[config.mk]
export PLATFORM = sky130hd
export DESIGN_NAME = cpu_control_unit
export DESIGN_NICKNAME = d
export VERILOG_FILES = /design/src/rtl/cpu_control_unit.sv
export SDC_FILE = /design/constraint.sdc
export NUM_CORES = 1
export LEC_CHECK = 0
export ABC_CLOCK_PERIOD_IN_PS = 6200
export BUFFER_PORTS_ARGS = -buffer_cell sky130_fd_sc_hd__buf_2
export CELL_PAD_IN_SITES_DETAIL_PLACEMENT = 1
export CELL_PAD_IN_SITES_GLOBAL_PLACEMENT = 1
export CORE_MARGIN = 3
export CORE_UTILIZATION = 32
export CTS_BUF_LIST = sky130_fd_sc_hd__clkbuf_4 sky130_fd_sc_hd__clkbuf_8 sky130_fd_sc_hd__clkbuf_16
export CTS_CLUSTER_DIAMETER = 100
export DETAILED_ROUTE_END_ITERATION = 8
export MAX_ROUTING_LAYER = met4
export PLACE_DENSITY = 0.66
export SYNTH_ARGS = -nofsm -noshare
export SYNTH_HDL_FRONTEND = slang
export SYNTH_SLANG_ARGS = --single-unit
[constraint.sdc]
create_clock -name clk -period 6.2 [get_ports clk]
set_input_delay 1.24 -clock clk [delete_from_list [all_inputs] [get_ports clk]]
set_output_delay 1.24 -clock clk [all_outputs]
set_load 0.01 [all_outputs]
[src/rtl/cpu_control_unit.sv]
// Multi-cycle sequencer for a 16-bit accumulator CPU: fetch, decode, operand read, execute, store.
// Optional feature: define CU_MULDIV_EN to make opcodes 0x08/0x09 executable memory operations.
module cpu_control_unit (
   input  logic        clk,
   input  logic        rst,
   input  logic        run,
   input  logic [15:0] mem_rdata,
   input  logic        mem_ack,
   input  logic        acc_sign,
   output logic        mem_req,
   output logic        mem_we,
   output logic [7:0]  mem_addr,
   output logic [7:0]  pc,
   output logic [7:0]  fn,
   output logic        c7,
   output logic        c14,
   output logic        acc_we,
   output logic        halted,
   output logic        illegal,
   output logic [2:0]  o_dbg_state
);

   typedef enum logic [2:0] {
      S_IDLE, S_FETCH, S_DECODE, S_READ, S_EXEC, S_STORE, S_HALT
   } state_t;

   state_t      r_state;
   logic [15:0] r_ir;
   logic [7:0]  r_pc;
   logic        r_mem_req;
   logic        r_mem_we;
   logic [7:0]  r_mem_addr;
   logic [7:0]  r_fn;
   logic        r_c7;
   logic        r_c14;
   logic        r_acc_we;
   logic        r_halted;
   logic        r_illegal;

   logic [7:0]  w_op;
   logic [7:0]  w_x;
   logic        w_is_read;
   logic        w_hs;

   assign w_op = r_ir[15:8];
   assign w_x  = r_ir[7:0];
   // Memory handshake: mem_req/mem_we/mem_addr hold until mem_ack is sampled with mem_req high;
   // mem_req is low the cycle after, and mem_ack seen while mem_req is low is ignored.
   assign w_hs = r_mem_req & mem_ack;

   always_comb begin
      w_is_read = 1'b0;
      case (w_op)
         8'h02, 8'h03, 8'h04, 8'h0A, 8'h0B, 8'h0C: w_is_read = 1'b1;
`ifdef CU_MULDIV_EN
         8'h08, 8'h09:                             w_is_read = 1'b1;
`endif
         default:                                  w_is_read = 1'b0;
      endcase
   end

   always_ff @(posedge clk or posedge rst) begin
      if (rst) begin
         r_state    <= S_IDLE;
         r_ir       <= 16'h0000;
         r_pc       <= 8'h00;
         r_mem_req  <= 1'b0;
         r_mem_we   <= 1'b0;
         r_mem_addr <= 8'h00;
         r_fn       <= 8'h00;
         r_c7       <= 1'b0;
         r_c14      <= 1'b0;
         r_acc_we   <= 1'b0;
         r_halted   <= 1'b0;
         r_illegal  <= 1'b0;
      end else begin
         r_fn     <= 8'h00;
         r_c7     <= 1'b0;
         r_c14    <= 1'b0;
         r_acc_we <= 1'b0;
         case (r_state)
            S_IDLE: begin
               if (run) begin
                  r_state    <= S_FETCH;
                  r_mem_req  <= 1'b1;
                  r_mem_we   <= 1'b0;
                  r_mem_addr <= r_pc;
               end
            end
            S_FETCH: begin
               if (w_hs) begin
                  r_ir      <= mem_rdata;
                  r_pc      <= r_pc + 8'd1;
                  r_mem_req <= 1'b0;
                  r_state   <= S_DECODE;
               end else begin
                  // Also raises the request after the idle cycle that follows a store.
                  r_mem_req  <= 1'b1;
                  r_mem_we   <= 1'b0;
                  r_mem_addr <= r_pc;
               end
            end
            S_DECODE: begin
               if (w_is_read) begin
                  r_state    <= S_READ;
                  r_mem_req  <= 1'b1;
                  r_mem_we   <= 1'b0;
                  r_mem_addr <= w_x;
               end else begin
                  case (w_op)
                     8'h0D, 8'h0E, 8'h0F: begin
                        r_state  <= S_EXEC;
                        r_fn     <= w_op;
                        r_c14    <= 1'b1;
                        r_acc_we <= 1'b1;
                     end
                     8'h01: begin
                        r_state    <= S_STORE;
                        r_mem_req  <= 1'b1;
                        r_mem_we   <= 1'b1;
                        r_mem_addr <= w_x;
                     end
                     8'h05: begin
                        r_state   <= S_FETCH;
                        r_mem_req <= 1'b1;
                        r_mem_we  <= 1'b0;
                        if (!acc_sign) begin
                           r_pc       <= w_x;
                           r_mem_addr <= w_x;
                        end else begin
                           r_mem_addr <= r_pc;
                        end
                     end
                     8'h06: begin
                        r_state    <= S_FETCH;
                        r_mem_req  <= 1'b1;
                        r_mem_we   <= 1'b0;
                        r_pc       <= w_x;
                        r_mem_addr <= w_x;
                     end
                     8'h07: begin
                        r_state  <= S_HALT;
                        r_halted <= 1'b1;
                     end
                     default: begin
                        r_state   <= S_HALT;
                        r_halted  <= 1'b1;
                        r_illegal <= 1'b1;
                     end
                  endcase
               end
            end
            S_READ: begin
               if (w_hs) begin
                  r_mem_req <= 1'b0;
                  r_state   <= S_EXEC;
                  r_fn      <= w_op;
                  r_c7      <= (w_op == 8'h02) || (w_op == 8'h0C);
                  r_acc_we  <= 1'b1;
               end
            end
            S_EXEC: begin
               r_state    <= S_FETCH;
               r_mem_req  <= 1'b1;
               r_mem_we   <= 1'b0;
               r_mem_addr <= r_pc;
            end
            S_STORE: begin
               if (w_hs) begin
                  r_mem_req <= 1'b0;
                  r_mem_we  <= 1'b0;
                  r_state   <= S_FETCH;
               end
            end
            S_HALT: begin
               r_halted <= 1'b1;
            end
            default: r_state <= S_IDLE;
         endcase
      end
   end

   assign mem_req     = r_mem_req;
   assign mem_we      = r_mem_we;
   assign mem_addr    = r_mem_addr;
   assign pc          = r_pc;
   assign fn          = r_fn;
   assign c7          = r_c7;
   assign c14         = r_c14;
   assign acc_we      = r_acc_we;
   assign halted      = r_halted;
   assign illegal     = r_illegal;
   assign o_dbg_state = r_state;

endmodule

==> summary.md, run 1 <==
| Metric | Value |
|---|---|
| Yosys synthesis warning count | `0` |
| Initial DRC count | `85` |
| Max-cap violations | `0` |
| Synthesized instance count | `287` |
| Sw Pwr | `0.696 mW` |
| Routed wl met3 | `214 um` |
| Post-CTS Resized | `0` |
| Num CTS Buffers | `5` |
| Setup Skew | `0.00877 ns` |
| RD Place Congestion | `0.789` |
| Crit-path max cell delay | `0.77 ns` |
| Crit-path max FO | `22` |
| Die H | `100 um` |
| Standby leakage power | `1.43 nW` |
| Met1 WL | `3.95 mm` |
| Tmin final | `2.64 ns` |
| Hold bufs inserted after CTS | `0` |
| Largest net degree at the start of global routing | `51` |
| Avg Inst Size Synth | `9.88 um2` |
| Endpoints failing setup | `0` |
| Via count | `2425` |
| RSZ-0062 raised after global routing | `no` |
| Reg clk slew, reported paths | `0.09 ns` |
| # DRC | `0` |
| H-tree levels | `2` |
| Root buffer cell | `clkbuf_8` |
| Net Sw Frac | `0.443` |
| Hold Path Stages | `1` |
| DR WL/cell | `18.1 um` |
| Core area | `8420 um2` |
| Vias in the first global route | `2530` |
| Final Hold Fails | `0` |
| Tcrit/Tclk final | `0.426` |
| Maximum vdd drop | `171 uV` |
| CP Cell Sequence | `or3b_1 > nor2_2 > a22o_1 > a31oi_1` |
| Status | `complete, no violations` |
| Inserted Diodes | `0` |
| Setup TNS | `0 ns` |
| Final nets | `350` |
| Hold Path Class | `flip-flop to flip-flop` |
| Die X-Extent | `100 um` |
| Initial antenna violation count | `0` |
| P per Cell Area | `480 nW/um2` |
| Critical R2R Capture | `mem_addr[3]$_DFFE_PP0P_` |
| Clk pwr share | `0.150` |
| First-pass GRT wire length | `13.5 mm` |
| I/O Buffers | `54` |
| EDFF count, synth | `0` |
| GRT overflow | `0` |
| Ys async rst share | `1.00` |
| Worst-case clock buffer depth | `2` |
| Layout cell share with drive strength beyond 1 | `0.283` |
| All-Layer GR Usage | `0.168` |
| Comb power frac | `0.441` |
| DR pass1 iterations | `4` |
| Req. time, crit path | `6.36 ns` |
| Critical path arrival | `2.80 ns` |
| Netlist cell types | `63` |
| Vias per cell | `5.59` |
| Main flop type after synthesis | `dfrtp_1` |
| Fin util | `0.389` |
| Post-Route WL | `7.86 mm` |
| I/O pin count | `55` |
| Initial Utilization | `0.337` |
| Worst R2R Setup Slack | `3.56 ns` |
| CP bufs+invs | `0` |
| Metal2 WL | `3.64 mm` |
| Slew Viols, Final | `0` |
| Crit. End Element | `flip-flop` |
| HP Start | `illegal$_DFFE_PP0P_` |
| Seq pwr share | `0.409` |
| Slew headroom | `0.294` |
| Fmax | `379 MHz` |
| R2R cell count | `4` |
| Die footprint | `10000 um2` |
| Post-Syn Nets | `309` |
| Antenna viol nets, final | `0` |
| Worst slew pin tran | `1.06 ns` |
| Area grow syn2layout | `15.4%` |
| Detailed placement HPWL | `5.79 mm` |
| Worst r2r src | `o_dbg_state[1]$_DFFE_PP0P_` |
| Sequential share of the synthesized area | `0.441` |
| FF+latch count, synth | `50` |
| CTS sink cnt | `50` |
| # rows | `33` |
| Post-CTS Setup Bufs | `0` |
| Post-Syn Area | `2840 um2` |
| CP Launch Type | `flip-flop` |
| Clock latency on the worst-skew pair | `0.30 ns` |
| TritonCTS clock tree | `yes` |
| CP max stage cell | `or3b_1` |
| Critical path class | `flip-flop to flip-flop` |
| Hold path endpoint | `illegal$_DFFE_PP0P_` |
| Top sig layer | `met4` |
| Delay-heaviest family, CP | `simple AND/OR/NAND/NOR gates` |
| Int Power | `0.875 mW` |
## metal layers
layer / track usage / up-vias
met5: - / -
met4: 0.0311 / 0
met3: 0.0202 / 4
met2: 0.263 / 45
met1: 0.237 / 1201
li1: - / 1175
## worst register-to-register path: cells and delay by family (launching register included)
kind | cells | cell delay [ns]
AND/OR/NAND/NOR | 2 | 1.26
flip-flops | 1 | 0.70
AO/OA/AOI/OAI | 2 | 0.55
## power groups by stage
stage	logic (mW)	clock network [mW]	registers, mW
after floorplan	0.559	0	0.568
after global placement	0.678	0	0.639
after detailed placement	0.698	0	0.647
after CTS	0.701	0.246	0.640
after global routing	0.777	0.258	0.672
final	0.692	0.236	0.643
## flip-flops by register name, indices dropped and copies added, names as in the netlist
signal / flops
r_ir: 16
pc: 8
c14: 1
c7: 1
fn: 8
halted: 1
o_dbg_state: 3
mem_req: 1
illegal: 1
mem_addr: 8
acc_we: 1
mem_we: 1
## worst max-delay path by stage
stage / startpoint / end / slack (ns) / cells after the start
global placement: mem_ack / pc[6]$_DFFE_PP0P_ / 3.50 / 5
finish: o_dbg_state[1]$_DFFE_PP0P_ / mem_addr[3]$_DFFE_PP0P_ / 3.56 / 4
detailed placement: mem_ack / pc[6]$_DFFE_PP0P_ / 3.49 / 5
global route: o_dbg_state[1]$_DFFE_PP0P_ / mem_addr[5]$_DFFE_PP0P_ / 3.32 / 4
floorplan: rst / acc_we$_DFF_PP0_ / 3.76 / 1
CTS: o_dbg_state[1]$_DFFE_PP0P_ / mem_addr[5]$_DFFE_PP0P_ / 3.52 / 4
## metrics by stage
step | cell area, um2 | power (mW) | setup WS (ns) | std cells | hold WS (ns)
2_1_floorplan | 2840 | 1.13 | 3.76 | 287 | 0.493
3_3_place_gp | 3160 | 1.32 | 3.50 | 426 | 0.452
3_5_place_dp | 3160 | 1.34 | 3.49 | 426 | 0.457
4_1_cts | 3270 | 1.59 | 3.52 | 434 | 0.482
5_1_grt | 3270 | 1.71 | 3.32 | 434 | 0.498
6_report | 3270 | 1.57 | 3.56 | 434 | 0.475
## cell type report
type / count / area [um2]
clock buffers: 7 / 83.8
repair buffers: 56 / 285
inverters: 14 / 52.6
clock inverters: 1 / 30.0
fillers: 1005 / 5150
well taps: 105 / 131
multi-input cells: 201 / 1440
flip-flops and latches: 50 / 1250
## Yosys cell counts (all sizes together) (3+ instances only)
| cell type | n | area [um2] |
|---|---|---|
| dfrtp | 50 | 1250 |
| a31oi | 29 | 181 |
| nand2 | 19 | 71.3 |
| inv | 14 | 52.6 |
| mux2 | 14 | 158 |
| nor2 | 12 | 47.6 |
| o21ai | 12 | 60.1 |
| buf | 11 | 57.6 |
| clkbuf | 11 | 41.3 |
| a21oi | 9 | 45.0 |
| a221oi | 9 | 78.8 |
| a22oi | 9 | 67.6 |
| nor2b | 8 | 50.1 |
| nor3 | 8 | 40.0 |
| a211oi | 4 | 30.0 |
| and3 | 4 | 25.0 |
| nand2b | 4 | 25.0 |
| nor3b | 4 | 35.0 |
| o31ai | 4 | 48.8 |
| a21o | 3 | 22.5 |
| nor4 | 3 | 25.0 |
| or4 | 3 | 26.3 |
| xnor2 | 3 | 26.3 |
## layout by cell type, fill, tap and decap left out, types with 9 or more instances in the layout
cell      count
a221oi_1      9
nand2_1      19
buf_2        54
inv_1        13
a22oi_1       9
dfrtp_1      50
mux2_2       14
a31oi_1      29
a21oi_1       9
nor2_1       11
o21ai_0      12
## kinds of logic (layout without fill, tap and decap cells)
family,after synthesis,after routing,share of synthesized area
AO/OA/AOI/OAI,102,102,0.269
XOR/XNOR,3,3,0.00927
adder cells (fa/ha/maj),2,2,0.00794
buffers and inverters,36,78,0.0534
flip-flops,50,50,0.441
multiplexers,16,16,0.0627
AND/OR/NAND/NOR,78,78,0.156
Power figures use the tool's default switching activity.
==> inputs of run 2 (changes only) <==
--- a/config.mk
+++ b/config.mk
@@ -5,7 +5,7 @@
 export SDC_FILE = /design/constraint.sdc
 export NUM_CORES = 1
 export LEC_CHECK = 0
-export ABC_CLOCK_PERIOD_IN_PS = 6200
+export ABC_CLOCK_PERIOD_IN_PS = 2600
 export BUFFER_PORTS_ARGS = -buffer_cell sky130_fd_sc_hd__buf_2
 export CELL_PAD_IN_SITES_DETAIL_PLACEMENT = 1
 export CELL_PAD_IN_SITES_GLOBAL_PLACEMENT = 1
==> constraint.sdc (replaced) <==
create_clock -name clk -period 2.6 [get_ports clk]
set_input_delay 0.52 -clock clk [delete_from_list [all_inputs] [get_ports clk]]
set_output_delay 0.52 -clock clk [all_outputs]
set_load 0.01 [all_outputs]
==> summary.md, run 2 (synthesized netlist as in run 1, its figures left out) <==
| Metric | Value |
|---|---|
| First-pass GRT wire length | `13.8 mm (+2.2%)` |
| Inserted Diodes | `0 (unchanged)` |
| Top reg by flops | `r_ir` |
| Critical path arrival | `2.33 ns (-0.47 ns)` |
| Slew headroom | `0.512 (+0.218)` |
| H-tree levels | `2 (unchanged)` |
| Initial Utilization | `0.337 (unchanged)` |
| Area grow syn2layout | `16.5%` |
| TritonCTS clock tree | `yes` |
| Maximum vdd drop | `404 uV (+140%)` |
| CTS sink cnt | `50 (unchanged)` |
| Fmax | `463 MHz (+22%)` |
| Root buffer cell | `clkbuf_8` |
| Final Hold Fails | `0 (unchanged)` |
| Crit. End Element | `flip-flop` |
| Die footprint | `10000 um2 (unchanged)` |
| RSZ-0062 raised after global routing | `no` |
| Reg clk slew, reported paths | `0.09 ns (about the same)` |
| Crit-path max FO | `13 (-41%)` |
| Critical path class | `flip-flop to flip-flop` |
| Endpoints failing setup | `0 (unchanged)` |
| Post-Route WL | `8.00 mm (+1.8%)` |
| Post-CTS Resized | `0 (unchanged)` |
| Worst slew pin tran | `0.732 ns (-0.325 ns)` |
| DR pass1 iterations | `4 (unchanged)` |
| Req. time, crit path | `2.77 ns (-3.59 ns)` |
| Standby leakage power | `1.46 nW (+1.7%)` |
| Commonest non-fill, non-tap cell in the layout | `buf_2` |
| Fin util | `0.392 (+0.00356)` |
| Post-CTS Setup Bufs | `0 (unchanged)` |
| Die X-Extent | `100 um (unchanged)` |
| Hold Path Class | `input port to asynchronous set/reset pin` |
| Largest net degree at the start of global routing | `51 (unchanged)` |
| Status | `complete, no violations` |
| All-Layer GR Usage | `0.175 (+0.00727)` |
| Tmin final | `2.16 ns (-0.483 ns)` |
| Layout cell share with drive strength beyond 1 | `0.298 (+0.0149)` |
| Num CTS Buffers | `5 (unchanged)` |
| DR WL/cell | `18.1 um (+0.22%)` |
| Setup TNS | `0 ns (unchanged)` |
| Vias in the first global route | `2585 (+2.2%)` |
| Hold bufs inserted after CTS | `0 (unchanged)` |
| Die H | `100 um (unchanged)` |
| Initial antenna violation count | `0 (unchanged)` |
| # rows | `33 (unchanged)` |
| Largest register FFs | `16 (unchanged)` |
| CP Launch Type | `flip-flop` |
| Max-cap violations | `0 (unchanged)` |
| Final nets | `358 (+2.3%)` |
| Vias per cell | `5.65 (+1.1%)` |
| Slew Viols, Final | `0 (unchanged)` |
| Area post-placement | `3220 um2 (+1.9%)` |
| Detailed placement HPWL | `6.04 mm (+4.4%)` |
| Tcrit/Tclk final | `0.830 (+0.404)` |
| Antenna viol nets, final | `0 (unchanged)` |
| I/O pin count | `55 (unchanged)` |
| Setup Skew | `0.00612 ns (-0.00265 ns)` |
| RD Place Congestion | `0.872 (+10%)` |
| Via count | `2492 (+2.8%)` |
| # DRC | `0 (unchanged)` |
| I/O Buffers | `54 (unchanged)` |
| Worst-case clock buffer depth | `2 (unchanged)` |
| Commonest cells after routing, fill and taps aside | `buf_2, dfrtp_1, a31oi_1` |
| GRT overflow | `0 (unchanged)` |
| Core area | `8420 um2 (unchanged)` |
| Initial DRC count | `143 (+68%)` |
| P per Cell Area | `1120 nW/um2 (+130%)` |
| Clock latency on the worst-skew pair | `0.30 ns (about the same)` |
| Final Instance Area | `3300 um2 (+0.92%)` |
## run 2: cell types whose count changed in the layout (fill, tap and decap cells not counted), sizes merged
cell    delta
buf        +8
bufinv     -1
## run 2: final timing paths
| kind | slack [ns] | cells after the start | start | end |
|---|---|---|---|---|
| max in group asynchronous | 1.79 | 3 | rst | pc[7]$_DFFE_PP0P_ |
| worst min register to register | 0.47 | 1 | illegal$_DFFE_PP0P_ | illegal$_DFFE_PP0P_ |
| worst max register to register | 0.44 | 4 | r_ir[10]$_DFFE_PP0P_ | mem_addr[1]$_DFFE_PP0P_ |
| worst max-delay path | 0.44 | 4 | r_ir[10]$_DFFE_PP0P_ | mem_addr[1]$_DFFE_PP0P_ |
| min in group clk | 0.42 | 3 | mem_rdata[4] | r_ir[4]$_DFFE_PP0P_ |
| worst min-delay path | 0.37 | 3 | rst | o_dbg_state[2]$_DFFE_PP0P_ |
## run 2: power by group
group | switching (mW) | internal [mW] | total, mW
registers | 0.348 | 1.06 | 1.41
logic | 1.07 | 0.776 | 1.85
clock network | 0.245 | 0.207 | 0.452
total | 1.66 | 2.04 | 3.70
## run 2: critical path, cell delays in order (launching register included)
cell and delay [ns]:
dfrtp_1 0.58, nor3b_1 0.53, or4_1 0.41, a22o_1 0.37, a31oi_1 0.14
## run 2: per-layer routing
metal	part of all wire	global-route usage	up-vias
met5	0	-	-
met4	0.0090	0.0497	0
met3	0.046	0.0153	8
met2	0.47	0.273	59
met1	0.47	0.245	1237
li1	-	-	1188
## run 2: through the flow
stage	std cells	setup slack [ns]	power, mW	hold WS (ns)
2_1_floorplan	287	0.644	2.69	0.493
3_3_place_gp	434	0.531	3.23	0.446
3_5_place_dp	434	0.467	3.29	0.453
4_1_cts	441	0.451	3.75	0.410
5_1_grt	441	0.246	4.05	0.416
6_report	441	0.441	3.70	0.368
## run 2: area by class of cell
cell class,count,area (um2)
clock buffer,7,83.8
tap,105,131
sequential,50,1250
timing repair buffer,64,345
fill,1008,5120
inverter,14,52.6
multi-input combinational,201,1440
